==> src/rtl/fnd_tick_counter_if.sv <==
// Control and display bus of the tick counter: pulse inputs from the
// button/divider side and the binary/BCD count going to the FND driver.
interface fnd_tick_counter_if;
  logic        i_tick;
  logic        i_run_stop;
  logic        i_clear;
  logic [13:0] o_count;
  logic [3:0]  o_bcd_1000;
  logic [3:0]  o_bcd_100;
  logic [3:0]  o_bcd_10;
  logic [3:0]  o_bcd_1;
  logic        o_running;
  logic        o_wrap;

  modport master (
    output i_tick, i_run_stop, i_clear,
    input  o_count, o_bcd_1000, o_bcd_100, o_bcd_10, o_bcd_1, o_running, o_wrap
  );

  modport slave (
    input  i_tick, i_run_stop, i_clear,
    output o_count, o_bcd_1000, o_bcd_100, o_bcd_10, o_bcd_1, o_running, o_wrap
  );
endinterface

==> src/rtl/fnd_tick_counter.sv <==
// Run/stop tick counter: counts rising edges of i_tick while running, wraps at
// MAX_COUNT, and keeps a cascaded BCD copy of the count for a 4-digit FND.
module fnd_tick_counter #(
  parameter int MAX_COUNT = 9999
) (
  input  logic               i_clk,
  input  logic               i_reset,
  fnd_tick_counter_if.slave  bus
);

  localparam logic [13:0] L_MAX = 14'(MAX_COUNT);

  typedef enum logic {
    ST_STOP = 1'b0,
    ST_RUN  = 1'b1
  } state_t;

  state_t           r_state;
  state_t           w_state_nxt;
  logic             r_tick_d;
  logic [13:0]      r_count;
  logic [3:0][3:0]  r_bcd;
  logic             r_wrap;

  logic             w_tick_evt;
  logic             w_inc;
  logic             w_at_max;
  logic [13:0]      w_count_nxt;
  logic [3:0][3:0]  w_bcd_nxt;
  logic             w_wrap_nxt;

  // Ripple a +1 through four decimal digits; index 0 is the ones digit.
  function automatic logic [3:0][3:0] bcd_inc(input logic [3:0][3:0] d);
    logic [3:0][3:0] res;
    logic            carry;
    res   = d;
    carry = 1'b1;
    for (int i = 0; i < 4; i++) begin
      if (carry) begin
        if (d[i] >= 4'd9) begin
          res[i] = 4'd0;
        end else begin
          res[i] = d[i] + 4'd1;
          carry  = 1'b0;
        end
      end else begin
        res[i] = d[i];
      end
    end
    return res;
  endfunction

  // Tick delay register for rising-edge detection.
  always_ff @(posedge i_clk) begin
    if (i_reset) begin
      r_tick_d <= 1'b0;
    end else begin
      r_tick_d <= bus.i_tick;
    end
  end

  // Run/stop state register.
  always_ff @(posedge i_clk) begin
    if (i_reset) begin
      r_state <= ST_STOP;
    end else begin
      r_state <= w_state_nxt;
    end
  end

  // Next state: each sampled run/stop level flips the state.
  always_comb begin
    w_state_nxt = r_state;
    if (bus.i_run_stop) begin
      case (r_state)
        ST_STOP: w_state_nxt = ST_RUN;
        ST_RUN:  w_state_nxt = ST_STOP;
        default: w_state_nxt = ST_STOP;
      endcase
    end else begin
      w_state_nxt = r_state;
    end
  end

  // Increment uses the state before any toggle in the same cycle.
  assign w_tick_evt = bus.i_tick & ~r_tick_d;
  assign w_inc      = w_tick_evt & (r_state == ST_RUN);
  assign w_at_max   = (r_count == L_MAX);

  // Next count: clear beats increment; rollover raises a one-cycle wrap.
  always_comb begin
    w_count_nxt = r_count;
    w_bcd_nxt   = r_bcd;
    w_wrap_nxt  = 1'b0;
    if (bus.i_clear) begin
      w_count_nxt = 14'd0;
      w_bcd_nxt   = '0;
    end else if (w_inc) begin
      if (w_at_max) begin
        w_count_nxt = 14'd0;
        w_bcd_nxt   = '0;
        w_wrap_nxt  = 1'b1;
      end else begin
        w_count_nxt = r_count + 14'd1;
        w_bcd_nxt   = bcd_inc(r_bcd);
      end
    end else begin
      w_count_nxt = r_count;
      w_bcd_nxt   = r_bcd;
    end
  end

  // Count, BCD digits and wrap pulse registers.
  always_ff @(posedge i_clk) begin
    if (i_reset) begin
      r_count <= 14'd0;
      r_bcd   <= '0;
      r_wrap  <= 1'b0;
    end else begin
      r_count <= w_count_nxt;
      r_bcd   <= w_bcd_nxt;
      r_wrap  <= w_wrap_nxt;
    end
  end

  assign bus.o_count    = r_count;
  assign bus.o_bcd_1000 = r_bcd[3];
  assign bus.o_bcd_100  = r_bcd[2];
  assign bus.o_bcd_10   = r_bcd[1];
  assign bus.o_bcd_1    = r_bcd[0];
  assign bus.o_running  = (r_state == ST_RUN);
  assign bus.o_wrap     = r_wrap;

endmodule

==> src/flat_wrapper.sv <==
// flat-port wrapper written by rule: the top's interface ports become plain ports
module fnd_tick_counter_flat 
#(
  parameter int MAX_COUNT = 9999
)
  (i_clk, i_reset, bus_i_tick, bus_i_run_stop, bus_i_clear, bus_o_count, bus_o_bcd_1000, bus_o_bcd_100, bus_o_bcd_10, bus_o_bcd_1, bus_o_running, bus_o_wrap);
  fnd_tick_counter_if bus_i ();
  input  logic i_clk;
  input  logic i_reset;
  input wire logic [$bits(bus_i.i_tick)-1:0] bus_i_tick;
  input wire logic [$bits(bus_i.i_run_stop)-1:0] bus_i_run_stop;
  input wire logic [$bits(bus_i.i_clear)-1:0] bus_i_clear;
  output wire logic [$bits(bus_i.o_count)-1:0] bus_o_count;
  output wire logic [$bits(bus_i.o_bcd_1000)-1:0] bus_o_bcd_1000;
  output wire logic [$bits(bus_i.o_bcd_100)-1:0] bus_o_bcd_100;
  output wire logic [$bits(bus_i.o_bcd_10)-1:0] bus_o_bcd_10;
  output wire logic [$bits(bus_i.o_bcd_1)-1:0] bus_o_bcd_1;
  output wire logic [$bits(bus_i.o_running)-1:0] bus_o_running;
  output wire logic [$bits(bus_i.o_wrap)-1:0] bus_o_wrap;
  assign bus_i.i_tick = bus_i_tick;
  assign bus_i.i_run_stop = bus_i_run_stop;
  assign bus_i.i_clear = bus_i_clear;
  assign bus_o_count = bus_i.o_count;
  assign bus_o_bcd_1000 = bus_i.o_bcd_1000;
  assign bus_o_bcd_100 = bus_i.o_bcd_100;
  assign bus_o_bcd_10 = bus_i.o_bcd_10;
  assign bus_o_bcd_1 = bus_i.o_bcd_1;
  assign bus_o_running = bus_i.o_running;
  assign bus_o_wrap = bus_i.o_wrap;
  fnd_tick_counter #(.MAX_COUNT(MAX_COUNT)) u_core (.i_clk(i_clk), .i_reset(i_reset), .bus(bus_i));
endmodule
==> config.mk <==
export PLATFORM = sky130hd
export DESIGN_NAME = fnd_tick_counter_flat
export DESIGN_NICKNAME = d
export VERILOG_FILES = /design/src/rtl/fnd_tick_counter_if.sv /design/src/rtl/fnd_tick_counter.sv /design/src/flat_wrapper.sv
export SDC_FILE = /design/constraint.sdc
export NUM_CORES = 1
export LEC_CHECK = 0
export ABC_AREA = 1
export BUFFER_PORTS_ARGS = -buffer_cell sky130_fd_sc_hd__buf_2
export CAP_MARGIN = 40
export CORE_UTILIZATION = 30
export DETAILED_ROUTE_END_ITERATION = 12
export GPL_ROUTABILITY_DRIVEN = 0
export PLACE_DENSITY = 0.53
export SLEW_MARGIN = 30
export SYNTH_ARGS = -nofsm -noshare
export SYNTH_HDL_FRONTEND = slang
export SYNTH_SLANG_ARGS = --single-unit
==> constraint.sdc <==
create_clock -name i_clk -period 1.81 [get_ports i_clk]
set_input_delay 0.0905 -clock i_clk [delete_from_list [all_inputs] [get_ports i_clk]]
set_output_delay 0.0905 -clock i_clk [all_outputs]
set_load 0.03 [all_outputs]
==> flow_summary.json <==
{
  "status": "finished clean",
  "antenna_found_initial": 0,
  "grtUsageTotal": 0.1315,
  "grt_first_pass_wirelength_mm": 7.431,
  "fin_crit_sh": 0.8897,
  "final_nets": 336,
  "drcViolationCount": 0,
  "clock-skew-final_ps": 7.256,
  "first_pass_iters": 5,
  "end_kind": "register",
  "fmax_mhz": 621.0,
  "synth-edff-count": 0,
  "avgSynthCellArea_um2": 7.211,
  "syn_to_final_growth_pct": 18.36,
  "drtIter0Drc": 34,
  "antenna_left": 0,
  "worstPathArrival_ps": 1780,
  "synth_seq_cells": 33,
  "slew_headroom": 0.6886,
  "period_needed_ps": 1610,
  "finalSetupTns_ps": 0,
  "place.detailed.hpwl_mm": 3.341,
  "multi_input_area_um2": 1170,
  "ios": 37,
  "synth_top_area_share": 0.3331,
  "top_layer": "met4",
  "cts_tree": "done",
  "vias_per_cell": 4.399,
  "fillers": 694,
  "synth_ff_type": "dfxtp_1",
  "cts_max_level": 2,
  "cts.sinks": 33,
  "final_util": 0.3697,
  "insertion_delay_ps": 280,
  "met1_length_mm": 2.227,
  "power.density_nw_per_um2": 571.9,
  "drv_slew": 0,
  "grt_max_degree": 13,
  "hold_violations": 0,
  "setup_violations": 0,
  "synth_top_area_cell": "dfxtp_1",
  "yosysWarnings": 0,
  "core_um2": 6350,
  "rows": 29,
  "drive_above_1_share": 0.2320,
  "avgRoutedWirePerCell_um": 10.77,
  "fp.dieW_um": 83.31,
  "wl_met2_mm": 1.822,
  "netlist_top_cells_area": "dfxtp_1, nor2_1, nand2_1",
  "clk_pin_slew_worst_paths_ps": 70,
  "portBuffers": 36,
  "start_kind": "register",
  "grt_pass1_vias": 1640,
  "clockBufferDepth": 2,
  "root_buffer": "clkbuf_8",
  "seq_area_um2": 660.6,
  "required_ps": 1980,
  "ys_seq_area_frac": 0.3331,
  "cts_buffers": 5,
  "hold_path.class": "in -> reg",
  "synth_nets": 293,
  "power_mw": 1.342,
  "wl_met3_um": 168,
  "vias": 1742,
  "path_class": "reg -> reg",
  "drv_cap": 0,
  "rsz0062_at_grt": "false",
  "synth_area_um2": 1983,
  "yosysUniqueCellTypes": 29,
  "n_antenna_cell": 0,
  "tightest_slew_ps": 466.6,
  "wirelength_mm": 4.266,
  "p_leak_nw": 1.050,
  "synthCells": 275,
  "grt_overflow": 0,
  "ir_drop_uv": 250.1,
  "async_flop_share": 0,
  "dieHeight_um": 83.31,
  "initial_utilization": 0.3123,
  "crit_fanout": 12,
  "die_area_um2": 6940
}
## kinds of logic after synthesis
kind of cell               synth area share
and+or+nand+nor                      0.3874
buffers and inverters               0.07949
DFF                                  0.3331
AOI/OAI and AO/OA                   0.07382
adders and majority gates           0.08202
xor gates and xnor gates            0.04417
## through the flow
stage	instances	setup WS (ps)	cell area (um2)	hold WS (ps)
floorplan	275	185.7	1983	161.7
global placement	387	217.0	2252	282.0
detailed placement	387	153.9	2252	279.6
CTS	396	139.2	2342	59.28
global route	396	11.78	2347	63.62
finish	396	199.6	2347	61.86
## metal layers
metal | track usage | vias up
met5 | 0 | -
met1 | 0.1773 | 762
met3 | 0.03280 | 4
li1 | - | 945
met4 | 0.04232 | 0
met2 | 0.2049 | 31
## sequential cells by signal, indices dropped and copies added, names as in the netlist
name / count
u_core.bus.o_bcd_10: 4
u_core.bus.o_running: 1
u_core.bus.o_bcd_1: 4
u_core.bus.o_bcd_1000: 4
u_core.bus.o_bcd_100: 4
u_core.r_tick_d: 1
u_core.bus.o_count: 14
u_core.bus.o_wrap: 1
## placed cells by master, fill, tap and decap left out, drive strengths merged
master	n
a211oi	1
a21oi	12
and3	1
buf	37
clkbuf	8
clkinv	1
dfxtp	33
dlygate4sd3	1
ha	13
inv	37
nand2	60
nand3	22
nand4	4
nor2	61
nor3	7
o21ai	7
o21bai	2
o22ai	1
or2	1
xnor2	2
xor2	8
## worst max-delay path, cell delays in order, from the launching register on
cell     delay (ps)
dfxtp_1         390
ha_1            190
nand2_1          90
nor2_1          190
nand3_4         210
nand2_4         170
inv_2            90
nand2_1         120
a21oi_1          50
## Yosys cell counts (2+ instances only)
cell and count:
inv_1 33, nand2_1 51, nand3_1 19, nand4_1 4
a21oi_1 7, inv_2 4, nand3_4 3, xnor2_1 2
nor2_4 4, a21oi_2 5, nand2_2 6, ha_1 13
nor3_1 7, dfxtp_1 33, o21ai_0 7, nand2_4 3
xor2_1 8, nor2_1 52, nor2_2 4
## repair_timing
| action | 4_1_cts | 5_1_grt |
|---|---|---|
| hold endpoints to repair | 2 | 0 |
| gates resized for setup | 0 | 1 |
| buffers inserted | 0 | 0 |
| setup endpoints to repair | 0 | 3 |
| hold buffers | 1 | 0 |
## final timing paths
| kind | start | cells past startpoint | end | slack, ps |
|---|---|---|---|---|
| worst min-delay path | bus_i_run_stop | 3 | u_core.bus.o_running | 60 |
| worst min register to register | u_core.bus.o_bcd_10[3] | 2 | u_core.bus.o_bcd_10[3] | 510 |
| worst max-delay path | u_core.bus.o_count[0] | 8 | u_core.bus.o_bcd_1[0] | 200 |
| worst max register to register | u_core.bus.o_count[0] | 8 | u_core.bus.o_bcd_1[0] | 200 |
## cell type report
cell class,instances,share of cell area
Sequential cell,33,0.2815
Tap cell,77,0.04104
Inverter,38,0.06077
Timing Repair Buffer,38,0.08422
Clock buffer,8,0.03412
Multi-Input combinational cell,202,0.4984
## where the power goes
part           switching, mW  internal (mW)  leakage, nW  total (mW)
Combinational         0.0493         0.0234        0.744      0.0727
Clock                  0.256          0.273       0.0395       0.529
Sequential           0.00891          0.732        0.266       0.741
Total                  0.314           1.03         1.05        1.34
Power figures use the tool's default switching activity.
